===== src/rtl/fp_arb_pkg.sv =====
// Shared types and defaults for the FP multiplier round-robin arbiter.
package fp_arb_pkg;
  localparam int FP_W        = 32;
  localparam int DEF_NREQ    = 4;
  localparam int DEF_TIMEOUT = 1024;

  typedef enum logic [2:0] {
    ST_IDLE,
    ST_START,
    ST_WAIT_BUSY,
    ST_WAIT_DONE,
    ST_RESP
  } state_e;
endpackage


===== src/rtl/rr_pick.sv =====
// Combinational round-robin picker: first set request at or after ptr_i, wrapping.
module rr_pick #(
  parameter int NREQ = 4,
  parameter int IDW  = $clog2(NREQ)
) (
  input  logic [NREQ-1:0] req_i,
  input  logic [IDW-1:0]  ptr_i,
  output logic [NREQ-1:0] gnt_o,
  output logic [IDW-1:0]  idx_o,
  output logic            any_o
);
  logic [IDW:0] cand;

  always_comb begin
    gnt_o = '0;
    idx_o = '0;
    any_o = 1'b0;
    cand  = '0;
    for (int off = 0; off < NREQ; off++) begin
      // One extra bit so ptr+offset cannot overflow before the wrap.
      cand = (IDW+1)'(ptr_i) + (IDW+1)'(off);
      if (cand >= (IDW+1)'(NREQ)) cand = cand - (IDW+1)'(NREQ);
      if (!any_o && req_i[cand[IDW-1:0]]) begin
        any_o = 1'b1;
        idx_o = cand[IDW-1:0];
        gnt_o[cand[IDW-1:0]] = 1'b1;
      end
    end
  end
endmodule


===== src/rtl/fp_mul_arbiter.sv =====
// Shares one start/done FP multiplier between NREQ requesters, one job at a time.
module fp_mul_arbiter
  import fp_arb_pkg::*;
#(
  parameter int NREQ    = DEF_NREQ,
  parameter int IDW     = $clog2(NREQ),
  parameter int TIMEOUT = DEF_TIMEOUT
) (
  input  logic                 clk,
  input  logic                 rst_n,
  input  logic [NREQ-1:0]      req_valid,
  input  logic [NREQ*FP_W-1:0] req_a,
  input  logic [NREQ*FP_W-1:0] req_b,
  output logic [NREQ-1:0]      req_ready,
  output logic                 rsp_valid,
  output logic [IDW-1:0]       rsp_id,
  output logic [FP_W-1:0]      rsp_result,
  output logic                 rsp_err,
  output logic                 busy,
  output logic [FP_W-1:0]      mul_a,
  output logic [FP_W-1:0]      mul_b,
  output logic                 mul_start,
  input  logic                 mul_done,
  input  logic [FP_W-1:0]      mul_result
);
  localparam int TW = (TIMEOUT > 2) ? $clog2(TIMEOUT) : 1;
  localparam logic [TW-1:0] TO_LAST = TW'(TIMEOUT - 1);

  state_e          state_q;
  logic [IDW-1:0]  rr_ptr_q;
  logic [IDW-1:0]  cur_id_q;
  logic [TW-1:0]   to_cnt_q;
  logic [FP_W-1:0] mul_a_q, mul_b_q;
  logic [IDW-1:0]  rsp_id_q;
  logic [FP_W-1:0] rsp_result_q;
  logic            rsp_err_q;

  logic [FP_W-1:0] a_arr [NREQ];
  logic [FP_W-1:0] b_arr [NREQ];
  logic [NREQ-1:0] pick_gnt;
  logic [IDW-1:0]  pick_idx;
  logic            pick_any;
  logic            timed_out;

  genvar gi;
  generate
    for (gi = 0; gi < NREQ; gi++) begin : g_unpack
      assign a_arr[gi] = req_a[FP_W*gi +: FP_W];
      assign b_arr[gi] = req_b[FP_W*gi +: FP_W];
    end
  endgenerate

  rr_pick #(.NREQ(NREQ), .IDW(IDW)) u_pick (
    .req_i (req_valid),
    .ptr_i (rr_ptr_q),
    .gnt_o (pick_gnt),
    .idx_o (pick_idx),
    .any_o (pick_any)
  );

  assign timed_out = (to_cnt_q == TO_LAST);

  always_ff @(posedge clk or negedge rst_n) begin
    if (!rst_n) begin
      state_q      <= ST_IDLE;
      rr_ptr_q     <= '0;
      cur_id_q     <= '0;
      to_cnt_q     <= '0;
      mul_a_q      <= '0;
      mul_b_q      <= '0;
      rsp_id_q     <= '0;
      rsp_result_q <= '0;
      rsp_err_q    <= 1'b0;
    end else begin
      case (state_q)
        ST_IDLE: begin
          if (pick_any) begin
            mul_a_q  <= a_arr[pick_idx];
            mul_b_q  <= b_arr[pick_idx];
            cur_id_q <= pick_idx;
            state_q  <= ST_START;
          end
        end
        ST_START: begin
          to_cnt_q <= '0;
          state_q  <= ST_WAIT_BUSY;
        end
        ST_WAIT_BUSY: begin
          to_cnt_q <= to_cnt_q + 1'b1;
          // Seeing the multiplier leave idle wins over a coincident timeout.
          if (!mul_done) begin
            state_q <= ST_WAIT_DONE;
          end else if (timed_out) begin
            rsp_id_q     <= cur_id_q;
            rsp_result_q <= '0;
            rsp_err_q    <= 1'b1;
            state_q      <= ST_RESP;
          end
        end
        ST_WAIT_DONE: begin
          to_cnt_q <= to_cnt_q + 1'b1;
          if (mul_done) begin
            rsp_id_q     <= cur_id_q;
            rsp_result_q <= mul_result;
            rsp_err_q    <= 1'b0;
            state_q      <= ST_RESP;
          end else if (timed_out) begin
            rsp_id_q     <= cur_id_q;
            rsp_result_q <= '0;
            rsp_err_q    <= 1'b1;
            state_q      <= ST_RESP;
          end
        end
        ST_RESP: begin
          rr_ptr_q <= (cur_id_q == IDW'(NREQ - 1)) ? '0 : cur_id_q + 1'b1;
          state_q  <= ST_IDLE;
        end
        default: state_q <= ST_IDLE;
      endcase
    end
  end

  // Grant is the only combinational output; rst_n gates it so reset forces all outputs low.
  assign req_ready  = (state_q == ST_IDLE && rst_n) ? pick_gnt : '0;
  assign mul_start  = (state_q == ST_START);
  assign rsp_valid  = (state_q == ST_RESP);
  assign busy       = (state_q != ST_IDLE);
  assign mul_a      = mul_a_q;
  assign mul_b      = mul_b_q;
  assign rsp_id     = rsp_id_q;
  assign rsp_result = rsp_result_q;
  assign rsp_err    = rsp_err_q;
endmodule


===== config.mk =====
export PLATFORM = sky130hd
export DESIGN_NAME = fp_mul_arbiter
export DESIGN_NICKNAME = d
export VERILOG_FILES = /design/src/rtl/fp_arb_pkg.sv /design/src/rtl/rr_pick.sv /design/src/rtl/fp_mul_arbiter.sv
export SDC_FILE = /design/constraint.sdc
export NUM_CORES = 1
export LEC_CHECK = 0
export BUFFER_PORTS_ARGS = -buffer_cell sky130_fd_sc_hd__buf_4
export CORE_AREA = 2 2 156 158
export DETAILED_ROUTE_END_ITERATION = 10
export DIE_AREA = 0 0 158 160
export PLACE_DENSITY = 0.55
export REMOVE_ABC_BUFFERS = 1
export SLEW_MARGIN = 15
export SYNTH_ARGS = -nofsm -noshare
export SYNTH_HDL_FRONTEND = slang
export SYNTH_SLANG_ARGS = --single-unit

===== constraint.sdc =====
create_clock -name clk -period 6.2 [get_ports clk]
set_input_delay 0.31 -clock clk [delete_from_list [all_inputs] [get_ports clk]]
set_output_delay 0.31 -clock clk [all_outputs]
set_load 0.1 [all_outputs]

---- After elaboration in Yosys (flattened, before gate mapping) ----
Index checks and enable logic that the tools add are counted.
storage, ports and cells
  word-level logic and storage cells ...... 119
  flip-flop bits (word level) ............. 116
  bits of input ports ..................... 295
  output and inout bits ................... 106
operators by class
  reductions and logical operators ........ 18
  mux-type cells .......................... 58
  equality and inequality tests ........... 8
  bitwise operators ....................... 4
  magnitude comparators ................... 13
  add/subtract/negate cells ............... 9
operator list
  kind                                                                                 count
  32-bit 2-to-1 mux                                                                    7
  32-bit binary-select mux with 2-bit select                                           2
  32-bit one-hot mux with 2 select lines                                               1
  2-bit 2-to-1 mux                                                                     12
  4-bit 2-to-1 mux                                                                     5
  10-bit one-hot mux with 2 select lines                                               1
  1-bit 2-to-1 mux                                                                     15
  3-bit greater-or-equal comparator, second input constant                             4
  2-bit by 3-bit less-than comparator with 1-bit output, second input constant         4
  3-bit 2-to-1 mux                                                                     4
  4-bit bitwise OR                                                                     3
  3-bit one-hot mux with 4 select lines                                                1
  10-bit by 1-bit adder with 10-bit output, second input constant                      1
  10-bit == test, second input constant                                                1
  1-bit binary-select mux with 2-bit select                                            4
  1-bit demux with 2-bit select                                                        4
  2-bit by 1-bit greater-or-equal comparator with 1-bit output, second input constant  4
  1-bit logical AND                                                                    8
  2-bit by 1-bit subtractor with 2-bit output, second input constant                   4
  2-bit by 2-bit adder with 3-bit output, second input constant                        2
  3-bit by 2-bit == test with 1-bit output, second input constant                      2
  2-bit inequality test, second input constant                                         2
  2-bit one-hot mux with 2 select lines                                                1
  2-bit AND reduction                                                                  2
  13 further kinds                                                                     16

---- Logic depth before layout (Yosys ltp) ----
  depth in word-level cells ............... 18
  depth in mapped cells ................... 12
  mapped depth without buffers ............ 8

---- Hierarchy ----
Synthesis repeated with hierarchy kept, for this count alone.
second synthesis, totals
  cells, all modules ...................... 434
  area total of the unflattened synthesis .. 6665.1 sq um
modules (own cells, without submodules)
  module          times used  area an instance (sq um)  cells each  seq. area each (sq um)
  fp_mul_arbiter  1           6243.5                    389         2902.8
  rr_pick         1           421.7                     45          0.0

---- Least setup slack after synthesis ----
Ideal clock, no wire load.
  path type ............................... reg2out
  start ................................... register rr_ptr_q[0]
  end ..................................... output port req_ready[0]
  stages on the path, launching flop included .. 11
  slack ................................... 2412 ps
  arrival time ............................ 3478 ps
  path through ............................ dfrtp_1 buf_2 inv_1 ha_1 clkbuf_1 mux4_2 nor2b_4 a22oi_1 nor2_1 a221oi_1 nor2_1
on the way
  cells in the longest elaborated chain, start to end .. 15
  elaborated cells on any way between the ends .. 60
  those cells by class .................... 7 x add/sub; 12 x order compare; 28 x mux; 3 x bitwise; 10 x reduce/logical
ends and longest elaborated chain
  item                                                                                             RTL line               source
  start, declared                                                                                  fp_mul_arbiter.sv:30   logic [IDW-1:0] rr_ptr_q;
  start signal, assigned                                                                           fp_mul_arbiter.sv:115  rr_ptr_q <= (cur_id_q == IDW'(NREQ - 1)) ? '0 : cur_id_q + 1'b1;
  parallel branches: the longest is 13 deep, another holds 2-bit by 1-bit adder with 3-bit output  -
  4-bit 2-to-1 mux *                                                                               rr_pick.sv:23          if (!any_o && req_i[cand[IDW-1:0]]) begin
  4-bit 2-to-1 mux *                                                                               fp_mul_arbiter.sv:124  assign req_ready = (state_q == ST_IDLE && rst_n) ? pick_gnt : '0;
  end, declared                                                                                    fp_mul_arbiter.sv:14   output logic [NREQ-1:0] req_ready,
Mark *: on every way between the ends. The select of a mux whose other input is x is not followed.

---- Final worst setup path ----
  start ................................... register rr_ptr_q[0]
  end ..................................... register mul_b_q[24], in the netlist mul_b[24]
on the way
  cells in the longest elaborated chain, start to end .. 18
  elaborated cells on any way between the ends .. 42
  those cells by class .................... 7 x add/sub; 4 x order compare; 23 x mux; 1 x bitwise; 7 x reduce/logical
ends and longest elaborated chain
  item                                                                                             RTL line              source
  parallel branches: the longest is 18 deep, another holds 2-bit by 1-bit adder with 3-bit output  -
  end signal, assigned                                                                             fp_mul_arbiter.sv:79  mul_b_q <= b_arr[pick_idx];
  end, declared                                                                                    fp_mul_arbiter.sv:33  logic [FP_W-1:0] mul_a_q, mul_b_q;
Several ways; the timed one is not identified. The select of a mux whose other input is x is not followed.
A chain may end at the register's enable or synchronous reset.

==> out/summary.txt <==
===========================================================================================
Status                                                                            completed
Starting density of the core                                                          29.3%
Drt drc                                                                                   0
Vias in the first global route                                                        6,481
Final Cycle Share                                                                     62.5%
DRT Wirelength                                                                    25,100 um
Most frequent standard cell in the layout excluding fill and tap cells         sky130_fd_sc_hd__buf_4
RSZ-0062 raised after global routing                                                     no
CTS HTree Levels                                                                          4
Top-Level Pins                                                                          401
Total Die Area                                                                   25,300 um2
Slew at the pin closest to its max-slew limit                                      0.873 ns
Number of warning messages in the yosys log                                               0
ANT nets after route                                                                      0
Placement Cell Area                                                              10,100 um2
Post-Synthesis Cells                                                                    593
Clock tree from TritonCTS                                                             built
Area Overhead vs Synth                                                                54.5%
All-layer global routing usage                                                        19.6%
TritonCTS buffer count                                                                   17
Most used cells in the layout excluding fill and tap cells                     sky130_fd_sc_hd__buf_4, sky130_fd_sc_hd__mux2i_1, sky130_fd_sc_hd__dfrtp_1
Mean area per synthesized cell                                                     11.8 um2
Count of buffers inserted at the top-level ports                                        400
Iteration count of the initial detailed-routing pass                                      4
Reg2reg start                                                                   rr_ptr_q[0]
Grt total ovfl                                                                            0
Cell Area, Synth                                                                   6980 um2
Sequential element share of the synthesized area                                      41.6%
Gp weighted congestion                                                                0.767
PnR worst setup slack                                                               2.33 ns
Type of destination of the critical path                                               flop
Final #Nets                                                                           1,278
Number of design-rule violations left by the first detailed-router iteration            326
Dpl ws                                                                              2.42 ns
Final-report max-slew violation count                                                     0
Relative max-transition margin                                                        41.7%
Via count                                                                             6,324
Floorplan die width                                                                  158 um
First-pass GRT wire length                                                        37,800 um
Register clock-pin slew on the reported worst setup and hold paths                  0.07 ns
Met1 Routed Length                                                                10,200 um
Final non-filler cell area                                                       10,800 um2
Number of antenna violations at the first check in global routing                         2
Leading register cell type out of synthesis                                    sky130_fd_sc_hd__dfrtp_1
Category of the critical setup timing path                                       reg -> reg
Std-Cell Rows                                                                            57
Crit path DAT                                                                       4.16 ns
Count of unique library cells instantiated by Yosys                                      47
Highest Clock Rate                                                                  258 MHz
Mean number of vias per cell                                                           4.82
Clock Skew                                                                        0.0142 ns
Worst Path Required                                                                 6.48 ns
Routed length on met3                                                               2020 um
CTS resizes                                                                               0
Crit path time final                                                                3.87 ns
Maximum number of pins on one net before global-route repair                            108
Uppermost metal layer occupied by signal nets                                          met4
Detail Placement HPWL                                                             18,800 um
Metal2 WL                                                                         12,600 um
Final hold violations                                                                     0
Type of the tightest min-delay check                                              in -> reg
Start point of the critical path                                                rr_ptr_q[0]
Maximum clock insertion buffer count                                                      2
Placeable Area                                                                   23,800 um2
Max Cap Viol                                                                              0
Critical path launch point type                                                        flop
Final setup violation count                                                               0
Fraction of layout cells with a size suffix above 1                                   52.9%
CTS sink cnt                                                                            116
Final TNS setup                                                                        0 ns
Die span in y                                                                        160 um
Flop and latch count out of synthesis                                                   116
Clock latency reported for the late side of the worst-skew pair                     0.41 ns
Maximum fanout encountered on the critical timing path                                  107
Buffer cell driving the clock tree root                                        sky130_fd_sc_hd__clkbuf_16
Worst Min Path Start                                                           mul_result[10]
Average wire length per cell after detail routing                                   19.1 um
Number of flops mapped to enable cells by yosys                                           0
Synth async-reset ratio                                                                100%
===========================================================================================
## stage by stage
| stage | hold WS, ns | cells | util, % |
|---|---|---|---|
| 3_3_place_gp | 0.444 | 1278 | 42.6 |
| 6_report | 0.103 | 1313 | 45.2 |
| 2_1_floorplan | 0.0144 | 544 | - |
| 3_5_place_dp | 0.445 | 1278 | 42.6 |
| 4_1_cts | 0.0848 | 1311 | 45.2 |
| 5_1_grt | 0.0858 | 1313 | 45.2 |
## registers in the layout, summed over array words and instances (netlist names)
register / cells
mul_a: 32
state_q: 3
mul_b: 32
rr_ptr_q: 2
rsp_id: 2
cur_id_q: 2
to_cnt_q: 10
rsp_err: 1
rsp_result: 32
## worst paths after layout
check / endpoint / slack, ns / depth (start not counted)
worst max-delay path: mul_b[24] / 2.33 / 9
max in group asynchronous: rsp_result[27] / 4.34 / 3
worst min-delay path: rsp_result[10] / 0.10 / 2
min in group asynchronous: cur_id_q[0] / 0.50 / 2
worst max register to register: mul_b[24] / 2.33 / 9
worst min register to register: to_cnt_q[7] / 0.49 / 1
## cell usage after synthesis (all sizes together), types with 2 or more instances
master / count / share of area, %
and3: 3 / 0.27
a31oi: 4 / 0.36
nor2: 79 / 4.3
mux2i: 117 / 17
clkbuf: 19 / 1.0
or3: 2 / 0.18
a21oi: 6 / 0.43
nand2b: 3 / 0.27
mux2: 19 / 3.5
ha: 9 / 1.6
a221oi: 60 / 13
nand2: 14 / 0.75
nor3: 4 / 0.29
inv: 7 / 0.38
dfrtp: 116 / 42
a221o: 8 / 1.1
a22o: 33 / 4.1
nand3: 4 / 0.29
nor2b: 11 / 1.1
nand4: 3 / 0.27
o21ai: 21 / 1.8
buf: 30 / 4.1
mux4: 2 / 0.65
nand3b: 3 / 0.32
a22oi: 5 / 0.54
## layer usage
metal	up-vias	track usage, %
li1	3038	-
met4	0	6.10
met5	-	0
met3	21	5.81
met2	250	33.4
met1	3015	23.7
## kinds of logic after synthesis
logic type	count (synthesis)	synth area share (%)
AO/OA/AOI/OAI	142	21.7
XOR/XNOR	1	0.126
adder cells (fa/ha/maj)	10	1.76
buffers and inverters	56	5.52
flip-flops	116	41.6
multiplexers	138	20.9
AND/OR/NAND/NOR	130	8.39
## critical path: stages (launching register included)
cell and delay (ns):
sky130_fd_sc_hd__dfrtp_1 0.81, sky130_fd_sc_hd__inv_1 0.21, sky130_fd_sc_hd__ha_1 0.49, sky130_fd_sc_hd__mux4_2 0.44, sky130_fd_sc_hd__nor2b_4 0.22, sky130_fd_sc_hd__o21ai_4 0.07
sky130_fd_sc_hd__o21ai_4 0.11, sky130_fd_sc_hd__buf_12 0.48, sky130_fd_sc_hd__mux2_2 0.41, sky130_fd_sc_hd__a221o_1 0.28
## final cells by class
cell class	count	area, um2
Fill cell	2293	13000
Multi-Input combinational cell	421	3720
Timing Repair Buffer	411	3100
Sequential cell	116	2900
Clock buffer	18	439
Tap cell	324	405
Clock inverter	14	178
Inverter	7	26.3
Antenna cell	2	5.00
## timing repair
item,in CTS,in global routing
hold endpoints to repair,6,0
hold buffers,1,0
setup buffers,0,0
Power is not shown: default switching activity piles up to over one toggle a cycle in this logic, so the estimate is an artifact.
